<file path="src/rtl/button_encoder_p1_if.sv">
// Button-to-command bundle: raw push-button levels in, 2-bit command codes out.
// The encoder sits on the slave side; the button board / brightness FSM on the master side.
interface button_encoder_p1_if;
  logic       btn_up;
  logic       btn_down;
  logic       btn_toggle;
  logic [1:0] up;
  logic [1:0] down;
  logic [1:0] toggle;

  modport master (
    output btn_up, btn_down, btn_toggle,
    input  up, down, toggle
  );

  modport slave (
    input  btn_up, btn_down, btn_toggle,
    output up, down, toggle
  );
endinterface

</file>
<file path="src/rtl/button_encoder_p1.sv">
// Three-channel push-button conditioner: synchronise, debounce, classify press/hold,
// auto-repeat and lock out chords, producing registered 2-bit command codes.
module button_encoder_p1 #(
  parameter int DEBOUNCE_CYCLES = 500000,
  parameter int HOLD_CYCLES     = 25000000,
  parameter int REPEAT_CYCLES   = 5000000
) (
  input  logic               clock,
  input  logic               reset,
  button_encoder_p1_if.slave bus
);
  localparam int DB_W  = $clog2(DEBOUNCE_CYCLES + 1);
  localparam int TM_MAX = (HOLD_CYCLES > REPEAT_CYCLES) ? HOLD_CYCLES : REPEAT_CYCLES;
  localparam int TM_W  = $clog2(TM_MAX + 1);

  localparam logic [DB_W-1:0] DB_LIMIT   = DB_W'(DEBOUNCE_CYCLES);
  localparam logic [TM_W-1:0] HOLD_LIMIT = TM_W'(HOLD_CYCLES);
  localparam logic [TM_W-1:0] REP_LIMIT  = TM_W'(REPEAT_CYCLES);

  localparam logic [1:0] CODE_IDLE  = 2'b00;
  localparam logic [1:0] CODE_PRESS = 2'b01;
  localparam logic [1:0] CODE_HOLD  = 2'b11;

  typedef enum logic [1:0] {IDLE, PRESSED, REPEAT, LOCKED} state_t;

  logic [2:0]      raw;
  logic [2:0]      db;
  logic [2:0][1:0] code;
  logic            chord;

  // Channel order: 0 = up, 1 = down, 2 = toggle.
  assign raw   = {bus.btn_toggle, bus.btn_down, bus.btn_up};
  assign chord = (db[0] & db[1]) | (db[0] & db[2]) | (db[1] & db[2]);

  generate
    for (genvar gi = 0; gi < 3; gi++) begin : g_chan
      logic            sync1_reg;
      logic            sync2_reg;
      logic            db_reg;
      logic [DB_W-1:0] db_cnt_reg;
      state_t          state_reg;
      logic [TM_W-1:0] timer_reg;
      logic [TM_W-1:0] timer_inc;
      logic [1:0]      code_reg;

      assign timer_inc = timer_reg + TM_W'(1);
      assign db[gi]    = db_reg;
      assign code[gi]  = code_reg;

      always_ff @(posedge clock or posedge reset) begin
        if (reset) begin
          sync1_reg <= 1'b0;
          sync2_reg <= 1'b0;
        end else begin
          sync1_reg <= raw[gi];
          sync2_reg <= sync1_reg;
        end
      end

      // A level is accepted only after it has disagreed with db for DEBOUNCE_CYCLES+1 samples.
      always_ff @(posedge clock or posedge reset) begin
        if (reset) begin
          db_reg     <= 1'b0;
          db_cnt_reg <= '0;
        end else if (sync2_reg != db_reg) begin
          if (db_cnt_reg == DB_LIMIT) begin
            db_reg     <= ~db_reg;
            db_cnt_reg <= '0;
          end else begin
            db_cnt_reg <= db_cnt_reg + DB_W'(1);
          end
        end else begin
          db_cnt_reg <= '0;
        end
      end

      always_ff @(posedge clock or posedge reset) begin
        if (reset) begin
          state_reg <= IDLE;
          timer_reg <= '0;
          code_reg  <= CODE_IDLE;
        end else begin
          code_reg <= CODE_IDLE;
          // Chord lockout overrides everything, including a press rising this cycle.
          if (chord && db_reg) begin
            state_reg <= LOCKED;
            timer_reg <= '0;
          end else begin
            case (state_reg)
              IDLE: begin
                if (db_reg) begin
                  state_reg <= PRESSED;
                  timer_reg <= '0;
                  code_reg  <= CODE_PRESS;
                end
              end
              PRESSED: begin
                if (!db_reg) begin
                  state_reg <= IDLE;
                  timer_reg <= '0;
                end else if (timer_inc == HOLD_LIMIT) begin
                  state_reg <= REPEAT;
                  timer_reg <= '0;
                  code_reg  <= CODE_HOLD;
                end else begin
                  timer_reg <= timer_inc;
                end
              end
              REPEAT: begin
                if (!db_reg) begin
                  state_reg <= IDLE;
                  timer_reg <= '0;
                end else if (timer_inc == REP_LIMIT) begin
                  timer_reg <= '0;
                  code_reg  <= CODE_HOLD;
                end else begin
                  timer_reg <= timer_inc;
                end
              end
              LOCKED: begin
                if (!db_reg) begin
                  state_reg <= IDLE;
                end
              end
              default: begin
                state_reg <= IDLE;
                timer_reg <= '0;
              end
            endcase
          end
        end
      end
    end
  endgenerate

  assign bus.up     = code[0];
  assign bus.down   = code[1];
  assign bus.toggle = code[2];
endmodule
</file>
<file path="src/flat_wrapper.sv">
// flat-port wrapper written by rule: the top's interface ports become plain ports
module button_encoder_p1_flat 
#(
  parameter int DEBOUNCE_CYCLES = 500000,
  parameter int HOLD_CYCLES     = 25000000,
  parameter int REPEAT_CYCLES   = 5000000
)
  (clock, reset, bus_btn_up, bus_btn_down, bus_btn_toggle, bus_up, bus_down, bus_toggle);
  button_encoder_p1_if bus_i ();
  input  logic clock;
  input  logic reset;
  input wire logic [$bits(bus_i.btn_up)-1:0] bus_btn_up;
  input wire logic [$bits(bus_i.btn_down)-1:0] bus_btn_down;
  input wire logic [$bits(bus_i.btn_toggle)-1:0] bus_btn_toggle;
  output wire logic [$bits(bus_i.up)-1:0] bus_up;
  output wire logic [$bits(bus_i.down)-1:0] bus_down;
  output wire logic [$bits(bus_i.toggle)-1:0] bus_toggle;
  assign bus_i.btn_up = bus_btn_up;
  assign bus_i.btn_down = bus_btn_down;
  assign bus_i.btn_toggle = bus_btn_toggle;
  assign bus_up = bus_i.up;
  assign bus_down = bus_i.down;
  assign bus_toggle = bus_i.toggle;
  button_encoder_p1 #(.DEBOUNCE_CYCLES(DEBOUNCE_CYCLES), .HOLD_CYCLES(HOLD_CYCLES), .REPEAT_CYCLES(REPEAT_CYCLES)) u_core (.clock(clock), .reset(reset), .bus(bus_i));
endmodule
</file>
<file path="config.mk">
export PLATFORM = sky130hd
export DESIGN_NAME = button_encoder_p1_flat
export DESIGN_NICKNAME = d
export VERILOG_FILES = /design/src/rtl/button_encoder_p1_if.sv /design/src/rtl/button_encoder_p1.sv /design/src/flat_wrapper.sv
export SDC_FILE = /design/constraint.sdc
export NUM_CORES = 1
export LEC_CHECK = 0
export CORE_ASPECT_RATIO = 1.25
export CORE_MARGIN = 10
export CORE_UTILIZATION = 35
export DETAILED_ROUTE_END_ITERATION = 8
export PLACE_DENSITY = 0.51
export SYNTH_ARGS = -nofsm -noshare
export SYNTH_HDL_FRONTEND = slang
export SYNTH_SLANG_ARGS = --single-unit
</file>
<file path="constraint.sdc">
create_clock -name clock -period 11.8 [get_ports clock]
set_clock_uncertainty 0.2 [all_clocks]
set_input_delay 1.77 -clock clock [delete_from_list [all_inputs] [get_ports clock]]
set_output_delay 1.77 -clock clock [all_outputs]
set_load 0.1 [all_outputs]
</file>
==> metrics.md <==
| Metric | Value |
|---|---|
| Status | finished, final reports clean |
| Most common cell after layout, fill and taps aside | dfrtp_1 |
| Switching part of the total | a little under a quarter |
| Number of synthesized flops with an enable pin | 0 |
| Syn avg cell area | approximately 8.5 um^2 |
| GR Layer Usage met3 | around 2.5% |
| Placed cells | between 1k and 1.5k |
| Chip Height | 207 um |
| Total power | between 1000 and 1500 uW |
| DRT antenna net count | 0 |
| Layout cells sized above 1 | 6.13% |
| Io pins | 11 |
| Post-CTS Setup Bufs | 0 |
| Max reg flops | 75 |
| Transition time of the tightest slew-check pin | 1.09 ns |
| Data arrival, critical path | 4.51 ns |
| Pre-CTS WS | 7.37 ns |
| Slew headroom | a little over a quarter |
| Multi-input logic area | 5530 um^2 |
| Finished Layout Cells | around 1.5k |
| Internal Pwr Total | 813 uW |
| Post-cts sizing count | 0 |
| Critical-path maximum fanout | 22 |
| Clock share of power | a little under half |
| Net Switching | 245 uW |
| Pre-antenna DRT Iters | 5 |
| Mapped Area | 9790 um^2 |
| Drt total wl | 23900 um |
| CP Class | flop to flop |
| Inserted Diodes | 0 |
| Routed via count | 8198 |
| GRT overflow | 0 |
| Combinational share of power | roughly 2.1% |
| Ys Warns | 0 |
| Avg WL per Cell | around 16 um |
| Die Span X | roughly 170 um |
| Initial antenna violation count | 0 |
| Worst-path clk slew | 0.06 ns |
| Share of the clock period used by the worst path | around 38% |
| Vias in the first global route | between 8k and 9k |
| Post-synthesis sequential area ratio | between 30 and 40% |
| CTS Buffer Depth | 2 |
| Largest net degree at the start of global routing | between 60 and 70 |
| Critical Path RT | 11.88 ns |
| Crit end category | flop |
| Flop pwr share | between 50% and 60% |
| Most frequent cells in the layout | 153 x dfrtp_1, 150 x nand2_1, 118 x nor2_1 |
| Max_cap viols | 0 |
| Endpoints failing setup | 0 |
| Ys async rst share | 100% |
| Ys flop type | dfrtp_1 |
| Core ar. | 27700 um^2 |
| Power Density | roughly 100 nW/um^2 |
| Final Hold Vio Count | 0 |
| Synth cell types | just over 70 |
| DP HPWL | roughly 16000 um |
| Worst setup SP type | flop |
| Post-Syn Nets | around 1.2k |
| P&R area growth vs syn | 8.52% |
| Root Buffer | clkbuf_16 |
| Remaining DRCs | 0 |
| Tot GR Track Use | between 10% and 20% |
| Final Slew Violations | 0 |
| TNS Setup | 0 ns |
| Fmax | between 200 and 250 MHz |
| Clock latency on the worst-skew pair | about 0.43 ns |
| Post-CTS Hold Buffers | 0 |
| Met2 usage | between 20% and 30% |
| Minimum clock period | around 4.4 ns |
| Layer with the highest usage | met2 |
| Initial drt markers | 546 |
| CTS buffer count | 17 |
| First-pass GRT wire length | 41200 um |
| Port buffer count | 10 |
| PnR worst setup slack | approximately 7.4 ns |
| RSZ-0062 raised after global routing | false |
| HP Class | flop to flop |
| CTS tree | built |
| GRT met1 Usage | between 15 and 20% |
| Via-to-Cell Ratio | around 5.6 |
| Rows | 68 |
| Leakage | between 0.004 and 0.005 uW |
| Peak VDD IR | between 0.07 and 0.08 mV |
| # fillers | 2773 |
| Final GP Congestion | about 0.84 |
| Storage cell area | 3830 um^2 |
| Syn Inst Count | between 1k and 1.5k |
| Starting Density | between 30% and 40% |
| Die area | about 35000 um^2 |
| #FFs+latches synth | ~150 |
| Final nets | around 1.1k |
| H-tree depth | 4 |
| CTS sink cnt | ~150 |
-- synth_stat cells (11+ instances only) --
| master | instances | area share, % |
|---|---|---|
| a221oi_1 | 13 | 1.2 |
| o211ai_1 | 17 | 1.3 |
| nand4_1 | 33 | 2.1 |
| nor4_1 | 27 | 1.7 |
| o221ai_1 | 31 | 2.8 |
| nor3_1 | 27 | 1.4 |
| nand3_1 | 68 | 3.5 |
| or4_1 | 13 | 1.0 |
| nand2b_1 | 11 | 0.70 |
| a21oi_1 | 16 | 0.82 |
| clkbuf_1 | 49 | 1.9 |
| xor2_1 | 42 | 3.8 |
| nand2_1 | 150 | 5.7 |
| or3_1 | 19 | 1.2 |
| inv_1 | 37 | 1.4 |
| a21o_1 | 18 | 1.4 |
| ha_1 | 21 | 2.7 |
| nor2b_1 | 16 | 1.0 |
| o21ai_0 | 28 | 1.4 |
| buf_2 | 17 | 0.87 |
| and2_1 | 27 | 1.7 |
| xnor2_1 | 37 | 3.3 |
| nor2_1 | 118 | 4.5 |
| and3_1 | 17 | 1.1 |
| dfrtp_1 | 153 | 39 |
-- worst max-delay path, stage by stage, from the launching register on --
cell	delay (ns)
dfrtp_1	0.47
and3_1	0.23
nand3_1	0.22
nor4_1	0.55
mux2_2	0.41
or4_1	0.58
o31a_1	0.58
o21ai_0	0.83
o21ai_0	0.20
-- power by group through the flow --
stage / combinational (uW) / sequential, uW / clock, uW
after CTS: 23.6 / 532 / 523
after global routing: 26.5 / 532 / 546
after detailed placement: 23.4 / 542 / 0
final: 22.2 / 532 / 504
after global placement: 23.8 / 542 / 0
after floorplan: 16.2 / 541 / 0
-- path summary, 6_finish.rpt --
kind,start,to,slack [ns],cells after the start
worst max-delay path,u_core.g_chan[2].timer_reg[2],u_core.g_chan[2].timer_reg[3],7.36,8
worst min-delay path,u_core.g_chan[2].sync1_reg,u_core.g_chan[2].sync2_reg,0.15,0
worst max register to register,u_core.g_chan[2].timer_reg[2],u_core.g_chan[2].timer_reg[3],7.36,8
worst min register to register,u_core.g_chan[2].sync1_reg,u_core.g_chan[2].sync2_reg,0.15,0
max in group asynchronous,reset,u_core.g_chan[2].db_cnt_reg[8],8.13,4
min in group asynchronous,reset,u_core.g_chan[0].timer_reg[1],1.53,2
-- per-layer routing --
layer / up-vias / share of wire, %
met5: - / 0
met4: 0 / 1.9
met3: 37 / 2.9
met2: 108 / 48
met1: 3968 / 47
li1: 4085 / -
-- logic make-up after synthesis --
group / after synthesis / share of synthesized area, %
compound gates: 207 / 15.8
xor+xnor: 79 / 7.06
fa+ha+maj: 22 / 2.78
buf+inv: 111 / 4.60
flops: 153 / 39.1
mux: 7 / 0.766
simple gates: 572 / 29.9
-- final cells by class --
type                            count  share of cell area, %
Multi-Input combinational cell    887                   52.0
Tap cell                          350                   4.12
Sequential cell                   153                   36.0
Clock inverter                     10                  0.671
Inverter                           37                   1.35
Clock buffer                       22                   4.37
Timing Repair Buffer               17                   1.44
-- stage by stage --
| step | cell area, um^2 | hold WS [ns] | util [%] |
|---|---|---|---|
| 5_1_grt | 10600 | 0.166 | 38.4 |
| 2_1_floorplan | 9790 | 0.131 | - |
| 3_3_place_gp | 10100 | 0.132 | 36.5 |
| 6_report | 10600 | 0.152 | 38.4 |
| 3_5_place_dp | 10100 | 0.137 | 36.5 |
| 4_1_cts | 10600 | 0.152 | 38.4 |
Power figures use the tool's default switching activity.
